===== config.mk =====
export PLATFORM = sky130hd
export DESIGN_NAME = pc_fetch_unit
export DESIGN_NICKNAME = d
export VERILOG_FILES = /design/src/rtl/pc_fetch_unit.sv
export SDC_FILE = /design/constraint.sdc
export NUM_CORES = 1
export LEC_CHECK = 0
export CAP_MARGIN = 10
export CORE_UTILIZATION = 24
export CTS_BUF_LIST = sky130_fd_sc_hd__clkbuf_4 sky130_fd_sc_hd__clkbuf_8
export CTS_CLUSTER_DIAMETER = 30
export DETAILED_ROUTE_END_ITERATION = 7
export SYNTH_ARGS = -nofsm -noshare
export SYNTH_HDL_FRONTEND = slang
export SYNTH_SLANG_ARGS = --single-unit

===== constraint.sdc =====
create_clock -name clk -period 3.07 [get_ports clk]
set_input_delay 0.4605 -clock clk [delete_from_list [all_inputs] [get_ports clk]]
set_output_delay 0.4605 -clock clk [all_outputs]
set_load 0.01 [all_outputs]

===== src/rtl/pc_fetch_unit.sv =====
// Program counter and fetch-request stage of the MIPS_32 front end: owns the PC,
// sequential increment, branch/jump redirect, the imem handshake and the IF/ID flush.
module pc_fetch_unit #(
    parameter int              SIZE     = 32,
    parameter int              SHIFT_N  = 2,
    parameter logic [SIZE-1:0] RESET_PC = {SIZE{1'b0}}
) (
    input  logic            clk,
    input  logic            rst,
    input  logic            stall,
    input  logic            branch_taken,
    input  logic [SIZE-1:0] branch_base,
    input  logic [SIZE-1:0] branch_offset,
    input  logic            jump,
    input  logic [SIZE-1:0] jump_target,
    input  logic            imem_ready,
    output logic            imem_valid,
    output logic [SIZE-1:0] pc,
    output logic [SIZE-1:0] pc_plus4,
    output logic            flush,
    output logic            misalign_err
);

    typedef enum logic [0:0] {
        IDLE = 1'b0,
        RUN  = 1'b1
    } state_t;

    localparam logic [SIZE-1:0] INSTR_BYTES = {{(SIZE-1){1'b0}}, 1'b1} << SHIFT_N;
    localparam logic [SIZE-1:0] LOW_MASK    = INSTR_BYTES - {{(SIZE-1){1'b0}}, 1'b1};

    state_t          state_q, state_d;
    logic [SIZE-1:0] pc_q, pc_d;
    logic            flush_q, flush_d;
    logic            misalign_q, misalign_d;
    logic            accept_s;
    logic [SIZE-1:0] target_s;
    logic            redirect_s;

    function automatic logic is_misaligned(input logic [SIZE-1:0] addr);
        return |(addr & LOW_MASK);
    endfunction

    function automatic logic [SIZE-1:0] align_addr(input logic [SIZE-1:0] addr);
        return addr & ~LOW_MASK;
    endfunction

    // Next-state, next-PC and flush/misalign computation.
    always_comb begin
        state_d    = state_q;
        pc_d       = pc_q;
        flush_d    = 1'b0;
        misalign_d = misalign_q;
        target_s   = pc_q;
        redirect_s = 1'b0;
        accept_s   = (state_q == RUN) & imem_ready & ~stall;

        // Branch outranks jump; the sum wraps modulo 2^SIZE with no overflow report.
        if (branch_taken) begin
            target_s   = branch_base + branch_offset;
            redirect_s = 1'b1;
        end else if (jump) begin
            target_s   = jump_target;
            redirect_s = 1'b1;
        end else begin
            target_s   = pc_q;
            redirect_s = 1'b0;
        end

        case (state_q)
            IDLE: begin
                state_d = RUN;
            end
            RUN: begin
                state_d = RUN;
                if (redirect_s) begin
                    pc_d    = align_addr(target_s);
                    flush_d = 1'b1;
                    if (is_misaligned(target_s)) begin
                        misalign_d = 1'b1;
                    end else begin
                        misalign_d = misalign_q;
                    end
                end else if (accept_s) begin
                    pc_d = pc_q + INSTR_BYTES;
                end else begin
                    pc_d = pc_q;
                end
            end
            default: begin
                state_d = IDLE;
                pc_d    = RESET_PC;
            end
        endcase
    end

    // State, PC and status registers; rst clears everything asynchronously.
    always_ff @(posedge clk or posedge rst) begin
        if (rst) begin
            state_q    <= IDLE;
            pc_q       <= RESET_PC;
            flush_q    <= 1'b0;
            misalign_q <= 1'b0;
        end else begin
            state_q    <= state_d;
            pc_q       <= pc_d;
            flush_q    <= flush_d;
            misalign_q <= misalign_d;
        end
    end

    assign imem_valid   = (state_q == RUN);
    assign pc           = pc_q;
    assign pc_plus4     = pc_q + INSTR_BYTES;
    assign flush        = flush_q;
    assign misalign_err = misalign_q;

endmodule

Word level (Yosys, flattened, before mapping)
Index checks and enable logic that the tools add are counted.
- bits of input ports: 102
- register bits: 35
- logic and storage cells: 24
- output and inout bits: 67
- bitwise operators: 3
- mux-type cells: 8
- eq/ne operators: 1
- reduce and logical (&&, ||, !) cells: 5
- add/subtract/negate cells: 2
- operators with widths (cell ; number):
    32-bit 2-to-1 mux ; 4
    32-bit by 3-bit adder with 32-bit output (second input constant) ; 1
    32-bit adder ; 1
    3-bit AND reduction ; 2
    1-bit 2-to-1 mux ; 4
    3-bit != test (second input constant) ; 1
    1-bit bitwise AND ; 2
    2-bit AND reduction ; 1
    2-bit nonzero test ; 1
    2-bit OR reduction ; 1
    1-bit inverter ; 1

Longest topological paths before layout
Gate-level depths: netlist (run 1).
- depth in word-level cells: 4
- gate-level depth with buffers: 9
- depth with buffers taken out: 9

Worst setup path before layout (run 1)
OpenSTA, ideal clock, no wires.
- kind: reg2reg
- start: reg pc_q[5] (netlist: pc[5])
- end: reg pc_q[27] (netlist: pc[27])
- arrival time: 2812 ps
- buffers on the path: 1
- slack: 138 ps
- setup time: 120 ps
- data required time: 2950 ps
- stages on the path, launching flop included: 9
- clock period less this slack: 2932 ps
- cell sequence: dfrtp_1 > nand4_2 > or2_1 > buf_6 > or4_2 > xnor2_1 > o21ai_0 > or4b_2 > and3_1
- word-level cells in the longest chain between the ends: 3
- ends and longest elaborated chain (what ; line ; source):
    start, declared ; 33 ; logic [SIZE-1:0] pc_q, pc_d;
    start signal, assigned ; 106 ; pc_q <= pc_d;
    32-bit by 3-bit adder with 32-bit output ; - ;
    net pc_plus4[27] ; 19 ; output logic [SIZE-1:0] pc_plus4,
    32-bit 2-to-1 mux ; 84 ; end else if (accept_s) begin
    32-bit 2-to-1 mux ; 76 ; if (redirect_s) begin
The timed path passes the listed nets, and every way through them passes these cells. The select of a mux whose other input is x is not followed.
A chain may end at the register's enable or synchronous reset.

Worst setup path after layout (run 1)
- start: reg pc_q[2] (netlist: pc[2])
- end: out pc_plus4[25]
- word-level cells in the longest chain between the ends: 1
- ends and longest elaborated chain (what ; line ; source):
    32-bit by 3-bit adder with 32-bit output ; 114 ; assign pc_plus4 = pc_q + INSTR_BYTES;
    end, declared ; 19 ;
No other way between the ends.

==> run_results.csv, run 1 <==
group,metric,value,unit
power,peakVddDrop,0.165,mV
power,pwr-share-clk,14.1,%
timing,clock.fmax,0.335,GHz
cells_and_area,final_util,38.8,%
cells_and_area,n_antenna_cell,0,
timing,setup_tns,0,ps
setup_path,cp_max_fo,6,
global_route,grt_pass1_vias,4718,
job,maxCapViolCount,0,
logic_synthesis,avgSynthCellArea,7.43,um^2
cells_and_area,drive_gt1_share,16.5,%
setup_path,crit_slowest_cell,"or4b_4",
clock_network,clockBufferDepth,2,
worst_hold_path,hp-start,"misalign_err",
die,die_h,137,um
timing,fin_crit,2990,ps
drt,routed_wl,16.6,mm
setup_path,cp_top_family,"simple AND/OR/NAND/NOR gates",
timing,finClkSkew,4.38,ps
timing,setup_slack,82.6,ps
power,p_leak,3.05,nW
place,post-place-ws,-262,ps
worst_hold_path,hold_path_end,"misalign_err",
cells_and_area,fillerInstances,1891,
setup_path,crit_arrival,2530,ps
cells_and_area,final_common_cell,"clkdlybuf4s50_1",
logic_synthesis,ys_seq_area_share,18.9,%
setup_path,r2r_slack,310,ps
cells_and_area,areaGrowthSynthToFinish,58.7,%
power,p_sw_share,40.0,%
worst_hold_path,worstHoldPathCells,1,
clock_network,cts-root-buf,"clkbuf_8",
timing,hold_ws,460,ps
timing,relSlewSlack,63.9,%
setup_path,crit_chain,"buf_4 -> nand3_2 -> or2_4 -> or4b_4 -> o21a_1 -> or2_2 -> dlygate4sd2_1",
die,core,17900,um^2
cells_and_area,num-nets-final,945,
power,p_per_area,378,nW/um^2
power,power.switching,1.05,mW
setup_path,cpPeakStageDelay,580,ps
die,rows,49,
cells_and_area,instances_no_fill,1040,
clock_network,clock_latency,290,ps
timing,finalSetupViolCount,0,
drt,wl_per_cell,15.9,um
setup_path,r2r-start,"pc[2]",
die,die_w,137,um
cells_and_area,layout_common_cells,"clkdlybuf4s50_1 (149), buf_4 (87), nand2_1 (59), a21oi_1 (56), nor2_1 (44)",
power,p_total,2.63,mW
global_route,gr-total-overflow,0,
place,place.gp.congestion,0.862,
logic_synthesis,ys_ff_latch,33,
global_route,antenna_found_initial,0,
power,intPower,1.58,mW
logic_synthesis,synth_edf_count,0,
place,io_buffer_count,164,
place,postPlaceCellArea,6750,um^2
drt,drt_first_pass_iters,5,
drt,drc,0,
outcome,run_status,"completed",
drt,vias,5141,
global_route,grt_use_total,17.4,%
die,start_util,24.5,%
logic_synthesis,synthesis.area,4380,um^2
die,die_area,18800,um^2
setup_path,crit_type,"flop to output port",
worst_hold_path,hp-class,"flop to flop",
logic_synthesis,synthArstFlopShare,100,%
drt,antenna_left,0,
logic_synthesis,yosysWarnings,0,
drt,avgViaCountPerCell,4.94,
place,dp.cells,1027,
timing,timing.final.crit_share,97.3,%
power,power_frac_comb,63.0,%
timing,slew_viol_final,0,
setup_path,reg2reg_depth,9,
timing,hold_viol_final,0,
clock_network,cts_tree,"built",
setup_path,worst-path-buf-inv,2,
logic_synthesis,synth_flop_cell,"dfrtp_1",
global_route,grt_pass1_wl,25.3,mm
global_route,grt_max_degree,40,
clock_network,cts_buffers,5,
drt,first_iter_violations,406,
cells_and_area,stdcell_area,6950,um^2
logic_synthesis,ys_types,65,
power,power_frac_seq,22.8,%
timing,rsz0062_at_grt,"true",
clock_network,path_clk_slew,70,ps
clock_network,cts.sinks,33,
setup_path,reg2reg_to,"pc[27]",
setup_path,startpoint_type,"flop",
die,pin_count,169,
setup_path,required,2610,ps
clock_network,cts_htree_levels,2,
setup_path,end_kind,"output port",
place,dp_hpwl,13.6,mm
logic_synthesis,synth_cells,589,
timing,worst_slew_pin_slew,541,ps
==> repair_timing <==
| action | 4_1_cts | 5_1_grt |
|---|---|---|
| setup buffers | 3 | 2 |
| hold endpoints to repair | 0 | 0 |
| hold buffers | 0 | 0 |
| gates resized for setup | 22 | 21 |
| cloned | 0 | 0 |
| endpoints found under the setup margin | 14 | 17 |
| pin swaps | 2 | 6 |
==> layer usage <==
metal | wire length, um | GRT usage [%]
met5 | 0 | 0
met4 | 212 | 4.70
met3 | 998 | 2.33
met2 | 7580 | 28.5
met1 | 7780 | 23.7
==> worst max path at each step <==
stage | start | endpoint | slack [ps] | cells after the start
after floorplan | pc[5] | pc[27] | 140 | 8
after global placement | branch_base[1] | pc[27] | -270 | 9
after detailed placement | branch_base[1] | pc[27] | -260 | 9
after CTS | pc[2] | pc_plus4[26] | -50 | 9
after global routing | pc[2] | pc_plus4[31] | -30 | 8
final | pc[2] | pc_plus4[25] | 80 | 7
==> synth_stat cells, types with 4 or more instances <==
cell type,n,area share (%)
a21oi_1,57,6.5
o31ai_1,7,1.2
mux2_2,4,1.0
nand2b_1,7,1.0
nor3_1,23,2.6
ha_1,32,9.1
nor2b_1,5,0.71
clkbuf_1,30,2.6
xor2_1,18,3.6
nand4_1,15,2.1
and3_1,10,1.4
o221ai_1,8,1.6
nand2_1,60,5.1
buf_4,5,0.86
xnor2_1,29,5.8
mux2i_1,16,3.7
nand3_1,14,1.6
nor3b_1,4,0.69
dfrtp_1,33,19
o21a_1,8,1.4
nor2_1,45,3.9
inv_1,20,1.7
a21o_1,22,3.8
o21ai_0,42,4.8
a211oi_1,9,1.5
==> registers in the layout (all words and copies together), names as in the netlist <==
signal,flops
imem_valid,1
misalign_err,1
pc,30
flush,1
==> power groups by stage <==
stage | clock, mW | sequential [mW] | combinational (mW)
2_1_floorplan | 0 | 0.679 | 0.695
3_5_place_dp | 0 | 0.603 | 1.66
6_report | 0.371 | 0.600 | 1.65
4_1_cts | 0.380 | 0.596 | 1.64
5_1_grt | 0.403 | 0.613 | 1.79
3_3_place_gp | 0 | 0.603 | 1.65
==> cells by family (layout without fill, tap and decap cells) <==
logic type	count (synthesis)	count (layout)	share of synthesized area (%)
muxes	20	20	4.69
xor gates and xnor gates	47	47	9.40
adders and majority gates	33	33	9.60
other	2	5	0.171
buffers and inverters	60	279	5.94
DFF	33	33	18.9
AOI/OAI and AO/OA	187	187	27.1
and+or+nand+nor	207	207	24.3
==> area by class of cell <==
cell class                      instances  area [um^2]  area share (%)
Multi-Input combinational cell        499         3400            48.9
Timing Repair Buffer                  251         2260            32.6
Sequential cell                        33          826            11.9
Tap cell                              229          287            4.12
Clock buffer                            7         96.3            1.39
Inverter                               20         75.1            1.08
Clock inverter                          1         5.00          0.0720
(Power assumes the default switching activity.)
==> run 2: changes to the inputs <==
Settings changed: CTS_CLUSTER_DIAMETER 30 to default.
Clock period 3.07 ns to 2.6 ns, I/O delays scaled along.
==> run 2 against run 1 <==
The flow now finishes with violations (negative setup slack). Sequential share of layout area shrank 1.5 points. Critical path depth grew 1. Setup slack lost 250 ps. Register-to-register slack lost 360 ps. Clock power grew 35%. Count of clock-buffer cells in the layout shrank 2. Flip-flop and latch count is the same. Hold slack lost 0.99 ps. Cell count grew 8.4%. Largest cell class unchanged. Largest power group unchanged.
==> run_results.csv, run 2 (synthesis results as in run 1) <==
group,metric,value,unit
outcome,run_status,"complete, but fails checks",
outcome,violations,"negative setup slack",
timing,fin_crit,2770,ps
die,start_util,24.5,%
die,die_w,137,um
timing,timing.final.crit_share,107,%
drt,avgViaCountPerCell,4.80,
drt,drt_first_pass_iters,5,
setup_path,reg2reg_depth,9,
clock_network,cts_tree,"built",
cells_and_area,final_util,44.8,%
power,peakVddDrop,0.221,mV
setup_path,crit_arrival,2380,ps
drt,routed_wl,17.5,mm
cells_and_area,areaGrowthSynthToFinish,83.3,%
timing,rsz0062_at_grt,"true",
place,place.gp.congestion,0.860,
clock_network,clock_latency,300,ps
global_route,grt_pass1_vias,5146,
clock_network,clockBufferDepth,2,
cells_and_area,drive_gt1_share,31.7,%
global_route,antenna_found_initial,0,
global_route,gr-total-overflow,0,
clock_network,cts_htree_levels,2,
place,post-place-ws,-648,ps
drt,vias,5410,
job,maxCapViolCount,0,
timing,finalSetupViolCount,11,
die,pin_count,169,
global_route,grt_pass1_wl,27.1,mm
drt,drc,0,
die,die_h,137,um
setup_path,end_kind,"output port",
cells_and_area,largest_reg_flops,30,
clock_network,cts-root-buf,"clkbuf_8",
drt,first_iter_violations,301,
timing,hold_viol_final,0,
place,io_buffer_count,164,
clock_network,cts.sinks,33,
cells_and_area,n_antenna_cell,0,
worst_hold_path,hp-class,"flop to flop",
cells_and_area,final_common_cell,"buf_4",
timing,clock.fmax,0.361,GHz
drt,antenna_left,0,
cells_and_area,layout_common_cells,"buf_4 (167), clkdlybuf4s50_1 (129), nand2_1 (58), a21oi_1 (46), nor2_1 (42)",
place,dp.cells,1096,
cells_and_area,fillerInstances,1789,
setup_path,required,2210,ps
die,die_area,18800,um^2
global_route,grt_use_total,18.6,%
die,rows,49,
cells_and_area,instances_no_fill,1127,
clock_network,cts_buffers,5,
setup_path,crit_type,"flop to output port",
timing,finClkSkew,11.9,ps
clock_network,path_clk_slew,70,ps
cells_and_area,num-nets-final,1032,
timing,setup_slack,-172,ps
global_route,grt_max_degree,34,
setup_path,startpoint_type,"flop",
power,p_leak,3.63,nW
setup_path,cp_max_fo,3,
drt,wl_per_cell,15.5,um
die,core,17900,um^2
timing,slew_viol_final,0,
place,dp_hpwl,14.2,mm
power,p_per_area,432,nW/um^2
worst_hold_path,worstHoldPathCells,1,
[run 2: changes by cell type in the layout (fill, tap and decap cells not counted), moves of 6 or more]
cell             delta
a21oi_1            -10
a21oi_2            +10
buf_2              +11
buf_4              +80
buf_6              +11
clkdlybuf4s50_1    -20
dfrtp_1             -6
dfrtp_2             +6
dlymetal6s2s_1      +8
ha_1                -9
ha_4                +9
[run 2: power by group]
group / switching, mW / leakage [nW] / internal (mW) / total [mW]
combinational: 1.06 / 3.19 / 1.19 / 2.25
clock: 0.215 / 0.0543 / 0.287 / 0.501
sequential: 0.0958 / 0.389 / 0.620 / 0.716
[run 2: area by class of cell]
class / instances / area [um^2] / area share [%]
multi-input combinational: 499 / 3790 / 47.2
timing repair buffer: 338 / 2930 / 36.4
sequential: 33 / 833 / 10.4
tap: 229 / 287 / 3.57
inverter: 20 / 75.1 / 0.935
clock buffer: 5 / 68.8 / 0.857
clock inverter: 3 / 46.3 / 0.577
[run 2: timing repair]
item / 4_1_cts / 5_1_grt
setup buffers: 11 / 14
pin swaps: 34 / 39
gates resized for setup: 126 / 59
setup endpoints to repair: 31 / 31
hold buffers: 0 / 0
[run 2: layer usage]
metal | track usage (%) | wire (um)
met1 | 25.7 | 8270
met3 | 1.59 | 714
met2 | 30.4 | 8050
met4 | 5.74 | 441
met5 | 0 | 0
[run 2: final timing paths]
path	start	to	slack [ps]
min	misalign_err	misalign_err	460
max	pc[3]	pc_plus4[25]	-170
min reg2reg	misalign_err	misalign_err	460
max in group asynchronous	rst	pc[2]	1770
max reg2reg	pc[3]	pc[27]	-50
min in group asynchronous	rst	pc[7]	480
[run 2: stage by stage]
| stage | instance area [um^2] | hold WS [ps] | power, mW | TNS, ps |
|---|---|---|---|---|
| 3_3_place_gp | 7320 | 442 | 2.81 | -10860 |
| 6_report | 8030 | 459 | 3.47 | -1000 |
| 5_1_grt | 8030 | 487 | 3.70 | -2170 |
| 4_1_cts | 7720 | 465 | 3.38 | -575 |
| 2_1_floorplan | 4440 | 493 | 1.65 | 0 |
| 3_5_place_dp | 7320 | 450 | 2.81 | -11330 |
[run 2: critical path, cell delays in order, from the launching register on]
cell,delay [ps]
dfrtp_1,380
buf_6,120
nand3_4,70
or2_4,250
or4b_4,570
buf_4,170
o21a_1,180
or2_4,230
buf_6,120
